==> src/rtl/seg7_pkg.sv <==
// seg7_pkg: shared constants, state type and hex segment table
// for the seven-segment scanner.
package seg7_pkg;

  localparam logic [6:0] SEG_OFF = 7'h7F;
  localparam logic [3:0] AN_OFF  = 4'hF;
  localparam int         NDIG    = 4;

  typedef enum logic {
    ST_OFF,
    ST_SCAN
  } state_t;

  // Active-low {g,f,e,d,c,b,a}, entry 15 first.
  localparam logic [15:0][6:0] SEG_TABLE = {
    7'h0E, 7'h06, 7'h21, 7'h46,
    7'h03, 7'h08, 7'h10, 7'h00,
    7'h78, 7'h02, 7'h12, 7'h19,
    7'h30, 7'h24, 7'h79, 7'h40
  };

endpackage

==> src/rtl/seg7_decode.sv <==
// seg7_decode: combinational hex nibble to active-low
// seven-segment pattern.
module seg7_decode
  import seg7_pkg::*;
(
  input  logic [3:0] i_nib,
  output logic [6:0] o_seg
);

  assign o_seg = SEG_TABLE[i_nib];

endmodule

==> src/rtl/seg7_scanner.sv <==
// seg7_scanner: 4-digit multiplexed display driver with
// per-frame snapshot, blanking and blinking.
module seg7_scanner
  import seg7_pkg::*;
#(
  parameter int REFRESH_DIV  = 50000,
  parameter int BLINK_FRAMES = 250
) (
  input  logic        clk,
  input  logic        rst,
  input  logic [15:0] data,
  input  logic [3:0]  blank,
  input  logic [3:0]  blink,
  output logic [3:0]  an,
  output logic [6:0]  seg,
  output logic        dp,
  output logic        frame_start
);

  localparam int CW =
    (REFRESH_DIV > 1) ? $clog2(REFRESH_DIV) : 1;
  localparam int FW =
    (BLINK_FRAMES > 1) ? $clog2(BLINK_FRAMES) : 1;
  localparam logic [CW-1:0] CNT_MAX =
    CW'(REFRESH_DIV - 1);
  localparam logic [FW-1:0] FRM_MAX =
    FW'(BLINK_FRAMES - 1);

  state_t          r_state;
  state_t          w_state_nx;
  logic [CW-1:0]   r_cnt;
  logic [1:0]      r_idx;
  logic [1:0]      w_idx_nx;
  logic [15:0]     r_data_s;
  logic [3:0]      r_blank_s;
  logic [3:0]      r_blink_s;
  logic [FW-1:0]   r_frm;
  logic            r_phase;
  logic [3:0]      r_an;
  logic [6:0]      r_seg;
  logic            r_fs;

  logic            w_tick;
  logic            w_bound;
  logic            w_phase_nx;
  logic [15:0]     w_data_sel;
  logic [3:0]      w_blank_sel;
  logic [3:0]      w_blink_sel;
  logic [3:0]      w_nib;
  logic [6:0]      w_seg;
  logic            w_dark;

  assign w_tick = (r_cnt == CNT_MAX);

  // Next state and next digit index, advanced on tick.
  always_comb begin
    w_state_nx = r_state;
    w_idx_nx   = r_idx;
    if (w_tick) begin
      unique case (r_state)
        ST_OFF: begin
          w_state_nx = ST_SCAN;
          w_idx_nx   = 2'd0;
        end
        ST_SCAN: begin
          w_idx_nx = r_idx + 2'd1;
        end
        default: begin
          w_state_nx = ST_OFF;
          w_idx_nx   = 2'd0;
        end
      endcase
    end
  end

  // Frame-edge bypass so digit 0 matches the new snapshot.
  always_comb begin
    w_bound     = w_tick && (w_idx_nx == 2'd0);
    w_data_sel  = w_bound ? data  : r_data_s;
    w_blank_sel = w_bound ? blank : r_blank_s;
    w_blink_sel = w_bound ? blink : r_blink_s;
    w_phase_nx  = (w_bound && r_frm == FRM_MAX)
                ? ~r_phase : r_phase;
    w_nib       = 4'(w_data_sel >> {w_idx_nx, 2'b00});
    w_dark      = w_blank_sel[w_idx_nx]
                | (w_blink_sel[w_idx_nx] & w_phase_nx);
  end

  seg7_decode u_dec (
    .i_nib (w_nib),
    .o_seg (w_seg)
  );

  // Divider, FSM state, snapshots, blink and digit outputs.
  always_ff @(posedge clk) begin
    if (rst) begin
      r_cnt     <= '0;
      r_state   <= ST_OFF;
      r_idx     <= 2'd0;
      r_data_s  <= '0;
      r_blank_s <= '0;
      r_blink_s <= '0;
      r_frm     <= '0;
      r_phase   <= 1'b0;
      r_an      <= AN_OFF;
      r_seg     <= SEG_OFF;
      r_fs      <= 1'b0;
    end else begin
      r_cnt   <= w_tick ? '0 : r_cnt + 1'b1;
      r_state <= w_state_nx;
      r_idx   <= w_idx_nx;
      r_fs    <= w_bound;
      if (w_bound) begin
        r_data_s  <= data;
        r_blank_s <= blank;
        r_blink_s <= blink;
        r_frm     <= (r_frm == FRM_MAX)
                   ? '0 : r_frm + 1'b1;
        r_phase   <= w_phase_nx;
      end
      if (w_tick) begin
        r_an  <= w_dark ? AN_OFF
               : ~(4'b0001 << w_idx_nx);
        r_seg <= w_dark ? SEG_OFF : w_seg;
      end
    end
  end

  assign an          = r_an;
  assign seg         = r_seg;
  assign dp          = 1'b1;
  assign frame_start = r_fs;

endmodule

==> config.mk <==
export PLATFORM = sky130hd
export DESIGN_NAME = seg7_scanner
export DESIGN_NICKNAME = d
export VERILOG_FILES = /design/src/rtl/seg7_pkg.sv /design/src/rtl/seg7_decode.sv /design/src/rtl/seg7_scanner.sv
export SDC_FILE = /design/constraint.sdc
export NUM_CORES = 1
export LEC_CHECK = 0
export CORE_ASPECT_RATIO = 1.2
export CORE_UTILIZATION = 55
export CTS_CLUSTER_SIZE = 16
export DETAILED_ROUTE_END_ITERATION = 8
export PLACE_DENSITY = 0.77
export SKIP_CTS_REPAIR_TIMING = 1
export SLEW_MARGIN = 15
export SYNTH_ARGS = -nofsm -noshare
export SYNTH_HDL_FRONTEND = slang
export SYNTH_HIERARCHICAL = 1
export SYNTH_SLANG_ARGS = --single-unit
==> constraint.sdc <==
create_clock -name clk -period 3.8 [get_ports clk]
set_clock_uncertainty 0.2 [all_clocks]
set_input_delay 0.76 -clock clk [delete_from_list [all_inputs] [get_ports clk]]
set_output_delay 0.76 -clock clk [all_outputs]
set_load 0.02 [all_outputs]
==> metrics.cfg, run 1 <==
[logic_synthesis]
library_cell_with_the_largest_summed_area_after_synthesis = dfxtp_1
post_synth_main_area_contributors = dfxtp_1 (40%), nand2_1 (7.2%), nor2_1 (5.4%)
mappedNetlistNets = 407
synthesis.yosys.warnings = 6
netlist-cell-type-count = 61
syn_inst = 371
yosysSeqAreaShare_pct = 40.3
synth_async_reset_ratio_pct = 0
synthDominantCellAreaShare_pct = 40.3
mappedNetlistArea_um2 = 3130
avgSynthCellArea_um2 = 8.44
synth_edf_count = 0
ys_seq_elements = 63
ys_dominant_reg_cell = dfxtp_1

[floorplan]
design.core.area_um2 = 5370
floorplan.die_area_um2 = 6000
die_x_um = 70.9
initial_core_util_pct = 58.3
fp-row-count = 29
vertical_die_dimension_um = 84.7
floorplan.io_pins = 39

[status]
violations_in_the_final_reports = design-rule violations
run_status = finished, violations left

[finish]
insertedDiodeCount = 0
final_cell_mix = dfxtp_1 (63), nand2_1 (60), nor2_1 (45), clkdlybuf4s50_1 (37), a21oi_1 (33)
syn_to_final_growth_pct = 17.9
layout-drive-gt1-share_pct = 9.80
nNetsFinal = 440
leading_cell_type_in_the_layout_fill_and_taps_excluded = dfxtp_1

[hold_path]
holdCritPathClass = flop to flop

[sta]
max_slew_margin_pct = 40.7
timing.final.max_slew_violations = 0
max_clock_freq_mhz = 303
final_worst_path_period_share_pct = 87.0
tns_ps = 0
grt_setup_unrepaired = no
timing_hold_violations_final = 0
worst_pin_slew_ps = 888
setup_viol = 0
finalWorstPathRequiredPeriod_ps = 3300

[cts]
tritoncts = yes
cts_root_buf = clkbuf_8
cts_inserted_buffers = 9
clk_latency_ps = 340
cts-root-to-sink-buffers = 2
clock_tree.htree_level_count = 3
clkTransAtPathRegs_ps = 70
clock_sink_count = 63

[critical_path]
timing.critical_path.arrival_ps = 3310
crit_path_start_kind = flop
crit_family = simple AND/OR/NAND/NOR gates
critical_path_max_stage_delay_ps = 350
crit_path_end_kind = flop
critical_path_buf_inv_count = 2
critPathRequiredTime_ps = 3800
setup.worst_path.class = flop to flop
crit_path_max_fanout = 18
crit_chain = ha_1 -> and3_1 -> and4_1 -> buf_4 -> a31o_2 -> nand2_1 -> o211ai_1 -> inv_1 -> ha_1 -> or2_2 -> a21oi_1 -> a31oi_1 -> nor2_1 -> a21oi_1
crit_slowest_cell = dfxtp_1

[detailed_routing]
num_vias = 2641
detail_route.first_pass.iterations = 6
drcViolationCount = 2
route.detailed.wl_per_inst_um = 13.7
detail-route-antenna-nets = 0
routed_via_density = 5.62
wirelength_um = 6440
drt_iter0_drc = 112

[grt]
gr-total-overflow = 0
antenna_violations_before_repair = 0
grt_pass1_wl_um = 11500
grt_util_all_layers_pct = 24.2
largest_net_degree_at_the_start_of_global_routing = 39
number_of_global_route_vias_before_repair = 2570

[place]
gpl.final_weighted_congestion = 0.858
hpwl_um = 4610
port_buffers = 37

[run]
max_capacitance_violation_count = 0

[power_and_ir_drop]
p_total_mw = 1.30
power_density_nw_per_um2 = 351
p_leak_nw = 1.30
max-vdd-ir-drop_mv = 0.286

[layout make-up]
| type | count | area [um^2] |
|---|---|---|
| Clock inverter | 4 | 45.0 |
| Clock buffer | 11 | 151 |
| Tap cell | 62 | 77.6 |
| Inverter | 9 | 33.8 |
| Fill cell | 458 | 1680 |
| Multi-Input combinational cell | 277 | 1700 |
| Sequential cell | 63 | 1260 |
| Timing Repair Buffer | 44 | 423 |
[path summary, 6_finish.rpt]
kind	slack [ps]	from	depth (start not counted)	end
max	500	r_cnt[0]$_SDFF_PP0_	14	seg[3]$_SDFFE_PP1N_
min	250	r_cnt[0]$_SDFF_PP0_	1	r_cnt[0]$_SDFF_PP0_
max reg2reg	500	r_cnt[0]$_SDFF_PP0_	14	seg[3]$_SDFFE_PP1N_
min reg2reg	250	r_cnt[0]$_SDFF_PP0_	1	r_cnt[0]$_SDFF_PP0_
[sequential cells by signal (all words and copies together) (netlist names)]
register and count:
r_data_s 16, r_frm 8, r_phase 1, r_blank_s 3, r_state 1, r_idx 2, seg 7, an 4
r_blink_s 4, r_cnt 16, frame_start 1
[where the power goes]
group	internal, mW	total [mW]	switching (mW)
registers	0.663	0.665	0.00176
logic	0.0291	0.0520	0.0229
clock network	0.331	0.579	0.248
[through the flow]
stage          area [um^2]  util [%]  std cells  worst slack [ps]  hold WS (ps)
3_3_place_gp          3500      65.1        455               684           231
2_1_floorplan         3130         -        371               862           218
3_5_place_dp          3500      65.1        455               528           239
4_1_cts               3690      68.8        470               510           251
6_report              3690      68.8        470               496           249
5_1_grt               3690      68.8        470               254           273
[Yosys cell counts, types with 3 or more instances]
cell type	number
mux2i_1	6
buf_6	4
nor2b_1	5
buf_4	4
o22ai_1	3
nor4_1	3
clkbuf_1	5
and3_1	6
nor3_1	8
xnor2_1	12
nor2_1	45
o211ai_1	4
inv_1	9
o21ai_0	8
nand4_1	4
xor2_1	9
ha_1	10
a31oi_1	3
a21oi_1	33
buf_2	8
dfxtp_1	63
nand2_1	60
nand3_1	13
[routing by layer]
metal | vias to the layer above | wire length, um | track usage [%]
li1 | 1330 | - | -
met1 | 1249 | 2910 | 28.3
met2 | 46 | 3110 | 41.0
met3 | 16 | 209 | 6.12
met4 | 0 | 213 | 11.6
met5 | - | 0 | 0
[cell families after synthesis]
kind of cell / after synthesis / share of synthesized area (%)
AO/OA/AOI/OAI: 73 / 15.7
XOR/XNOR: 21 / 5.87
adder cells (fa/ha/maj): 10 / 3.99
buffers and inverters: 31 / 5.47
flip-flops: 63 / 40.3
multiplexers: 10 / 3.71
other: 1 / 0.120
AND/OR/NAND/NOR: 162 / 24.9
Power figures use the tool's default switching activity.
==> inputs of run 2 (changes only) <==
==> constraint.sdc (replaced) <==
create_clock -name clk -period 3.8 [get_ports clk]
set_clock_uncertainty 0.2 [all_clocks]
set_input_delay 0.76 -clock clk [delete_from_list [all_inputs] [get_ports clk]]
set_output_delay 0.76 -clock clk [all_outputs]
set_load 0.1 [all_outputs]
==> results of run 2 <==
Same layout as run 1 (identical final DEF). Status: finished, violations left: design-rule violations.
==> inputs of run 3 (changes only) <==
--- a/config.mk
+++ b/config.mk
@@ -5,11 +5,13 @@
 export SDC_FILE = /design/constraint.sdc
 export NUM_CORES = 1
 export LEC_CHECK = 0
+export ABC_AREA = 1
+export CAP_MARGIN = 30
 export CORE_ASPECT_RATIO = 1.2
-export CORE_UTILIZATION = 55
+export CORE_UTILIZATION = 56
 export CTS_CLUSTER_SIZE = 16
 export DETAILED_ROUTE_END_ITERATION = 8
-export PLACE_DENSITY = 0.77
+export PLACE_DENSITY = 0.78
 export SKIP_CTS_REPAIR_TIMING = 1
 export SLEW_MARGIN = 15
 export SYNTH_ARGS = -nofsm -noshare
==> constraint.sdc (replaced) <==
create_clock -name clk -period 3.8 [get_ports clk]
set_clock_uncertainty 0.2 [all_clocks]
set_input_delay 0.38 -clock clk [delete_from_list [all_inputs] [get_ports clk]]
set_output_delay 0.38 -clock clk [all_outputs]
set_load 0.1 [all_outputs]
==> metrics.cfg, run 3 <==
[grt]
number_of_global_route_vias_before_repair = 2774  ; was 2570
largest_net_degree_at_the_start_of_global_routing = 32  ; was 39
grt_pass1_wl_um = 11900  ; was 11500 um
gr-total-overflow = 0  ; unchanged
grt_util_all_layers_pct = 24.6  ; was 24.2%
antenna_violations_before_repair = 0  ; unchanged

[detailed_routing]
drcViolationCount = 0  ; was 2
num_vias = 3069  ; was 2641
route.detailed.wl_per_inst_um = 11.3  ; was 13.7 um
detail_route.first_pass.iterations = 5  ; was 6
drt_iter0_drc = 147  ; was 112
wirelength_um = 6990  ; was 6440 um
routed_via_density = 4.97  ; was 5.62
detail-route-antenna-nets = 0  ; unchanged

[logic_synthesis]
synth_async_reset_ratio_pct = 0  ; unchanged
ys_seq_elements = 64  ; was 63
avgSynthCellArea_um2 = 6.72  ; was 8.44 um^2
synthDominantCellAreaShare_pct = 38.8  ; was 40.3%
netlist-cell-type-count = 36  ; was 61
synth_common_cells = nand2_1 (145), nor2_1 (65), dfxtp_1 (64)  ; was dfxtp_1 (63), nand2_1 (60), nor2_1 (45)
synthesis.yosys.warnings = 6  ; unchanged
mappedNetlistArea_um2 = 3300  ; was 3130 um^2
post_synth_main_area_contributors = dfxtp_1 (39%), nand2_1 (16%), nor2_1 (7.4%)  ; was dfxtp_1 (40%), nand2_1 (7.2%), nor2_1 (5.4%)
library_cell_with_the_largest_summed_area_after_synthesis = dfxtp_1  ; unchanged
ys_dominant_reg_cell = dfxtp_1  ; unchanged
mappedNetlistNets = 527  ; was 407
yosysSeqAreaShare_pct = 38.8  ; was 40.3%
yosysMostFrequentCell = nand2_1  ; was dfxtp_1
syn_inst = 491  ; was 371
synth_edf_count = 0  ; unchanged

[cts]
clk_latency_ps = 350  ; was 340 ps
cts-root-to-sink-buffers = 2  ; unchanged
cts_root_buf = clkbuf_8  ; unchanged
clock_sink_count = 64  ; was 63
cts_inserted_buffers = 9  ; unchanged
tritoncts = yes  ; unchanged
clock_tree.htree_level_count = 3  ; unchanged
clkTransAtPathRegs_ps = 70  ; about the same

[power_and_ir_drop]
pwr-share-seq_pct = 49.8  ; was 51.2%
max-vdd-ir-drop_mv = 0.274  ; was 0.286 mV
combinationalPowerShare_pct = 3.7  ; was 4.3%
power_switching_share_pct = 20.8  ; was 21.2%
total_switching_power_uw = 282  ; was 276 uW
intPower_mw = 1.07  ; was 1.02 mW
clock_network_fraction_of_design_power_pct = 46.5  ; was 44.6%
p_leak_nw = 1.72  ; was 1.30 nW
power_density_nw_per_um2 = 342  ; was 352 nW/um^2

[place]
post_dp_cell_area_um2 = 3740  ; was 3500 um^2
hpwl_um = 5020  ; was 4610 um
port_buffers = 37  ; unchanged
gpl.final_weighted_congestion = 0.930  ; was 0.858
placedCellCount = 601  ; was 455

[run]
max_capacitance_violation_count = 0  ; unchanged

[finish]
largest_registers = r_cnt (16), r_data_s (16), r_frm (8)  ; unchanged
final_cell_mix = nand2_1 (145), nor2_1 (65), dfxtp_1 (64), inv_1 (58), clkdlybuf4s50_1 (37)  ; was dfxtp_1 (63), nand2_1 (60), nor2_1 (45), clkdlybuf4s50_1 (37), a21oi_1 (33)
multiInputGateArea_um2 = 1720  ; was 1700 um^2
final_cell_area_um2 = 3970  ; was 3690 um^2
insertedDiodeCount = 0  ; unchanged
layout-drive-gt1-share_pct = 10.1  ; was 9.80%
nNetsFinal = 568  ; was 440
leading_cell_type_in_the_layout_fill_and_taps_excluded = nand2_1  ; was dfxtp_1
instances_no_fill = 617  ; was 470
layout.area.seq_um2 = 1280  ; was 1260 um^2
syn_to_final_growth_pct = 20.2  ; was 17.9%
nFillCells = 500  ; was 458

[sta]
timing_hold_violations_final = 0  ; unchanged
worst_pin_slew_ps = 979  ; was 973 ps
grt_setup_unrepaired = yes  ; was no
max_clock_freq_mhz = 293  ; was 303 MHz
final_worst_path_period_share_pct = 89.9  ; was 87.0%
timing.final.max_slew_violations = 0  ; unchanged
tns_ps = 0  ; unchanged
finalWorstPathRequiredPeriod_ps = 3420  ; was 3300 ps
final.hold.worst_slack_ps = 251  ; was 249 ps
max_slew_margin_pct = 34.5  ; was 35.0%
setup_viol = 0  ; unchanged

[status]
run_status = finished, final reports clean  ; was finished, violations left

[floorplan]
fp-row-count = 30  ; was 29
initial_core_util_pct = 58.3  ; about the same
vertical_die_dimension_um = 86.1  ; was 84.7 um
floorplan.die_area_um2 = 6210  ; was 6000 um^2
floorplan.io_pins = 39  ; unchanged
die_x_um = 72.1  ; was 70.9 um
design.core.area_um2 = 5670  ; was 5370 um^2

[critical_path]
crit_path_max_fanout = 17  ; was 18
critPathRequiredTime_ps = 3850  ; was 3800 ps
setup.worst_path.class = flop to flop  ; unchanged
crit_path_start_kind = flop  ; unchanged
crit_path_end_kind = flop  ; unchanged
timing.critical_path.arrival_ps = 3470  ; was 3310 ps

[hold_path]
holdCritPathClass = flop to flop  ; unchanged

[run 3: power groups by stage]
| stage | clock network (mW) | registers [mW] | logic (mW) |
|---|---|---|---|
| after global placement | 0 | 0.690 | 0.0501 |
| final | 0.631 | 0.675 | 0.0499 |
| after floorplan | 0 | 0.690 | 0.0197 |
| after CTS | 0.643 | 0.675 | 0.0501 |
| after global routing | 0.666 | 0.675 | 0.0536 |
| after detailed placement | 0 | 0.691 | 0.0500 |
[run 3: logic make-up after synthesis]
kind of cell             count (synthesis)  share of synthesized area (%)
multiplexers                             2                          0.606
AO/OA/AOI/OAI                           44                           7.20
buffers and inverters                   75                           9.55
AND/OR/NAND/NOR                        289                           38.3
flip-flops                              64                           38.8
adder cells (fa/ha/maj)                 10                           3.79
other                                    1                          0.114
XOR/XNOR                                 6                           1.59
[run 3: per-layer routing]
layer  vias to the layer above  part of all wire [%]  routed length (um)  GRT usage [%]
li1                       1607                     -                   -              -
met5                         -                     0                   0              0
met4                         0                   1.9                 136           13.0
met1                      1378                    48                3320           30.4
met2                        72                    46                3200           40.4
met3                        12                   4.7                 331           4.23
[run 3: final timing paths]
kind / from / endpoint / slack (ps) / cells past startpoint
worst min register to register: r_cnt[0]$_SDFF_PP0_ / r_cnt[0]$_SDFF_PP0_ / 250 / 1
worst max-delay path: r_cnt[0]$_SDFF_PP0_ / seg[3]$_SDFFE_PP1N_ / 380 / 24
worst min-delay path: r_cnt[0]$_SDFF_PP0_ / r_cnt[0]$_SDFF_PP0_ / 250 / 1
worst max register to register: r_cnt[0]$_SDFF_PP0_ / seg[3]$_SDFFE_PP1N_ / 380 / 24
[run 3: worst max-delay path, stage by stage (launching register included)]
cell,delay [ps]
dfxtp_1,360
ha_1,210
nand3_2,130
nor2_1,240
nand2_1,110
nand2_1,80
nand2_2,90
nor2_4,350
nand2_1,120
nand2_1,80
inv_1,40
o22ai_1,140
inv_1,50
nand2_1,150
inv_1,130
ha_1,320
inv_1,40
nand2_1,50
nand2_1,50
nand2_1,50
nand2_1,50
nor2_1,90
nand3_1,80
nand2_1,80
inv_1,40
[run 3: area by class of cell]
| class | instances | share of cell area, % |
|---|---|---|
| Inverter | 61 | 5.77 |
| Sequential cell | 64 | 32.3 |
| Tap cell | 80 | 2.52 |
| Multi-Input combinational cell | 352 | 43.3 |
| Clock inverter | 2 | 0.883 |
| Timing Repair Buffer | 44 | 10.7 |
| Clock buffer | 14 | 4.60 |
[run 3: through the flow]
stage	utilization (%)	total power, mW	worst slack, ps
final	70.0	1.36	382
after global routing	70.0	1.40	-45.6
after CTS	69.8	1.37	291
after floorplan	-	0.710	685
after global placement	66.0	0.741	418
after detailed placement	66.0	0.741	329
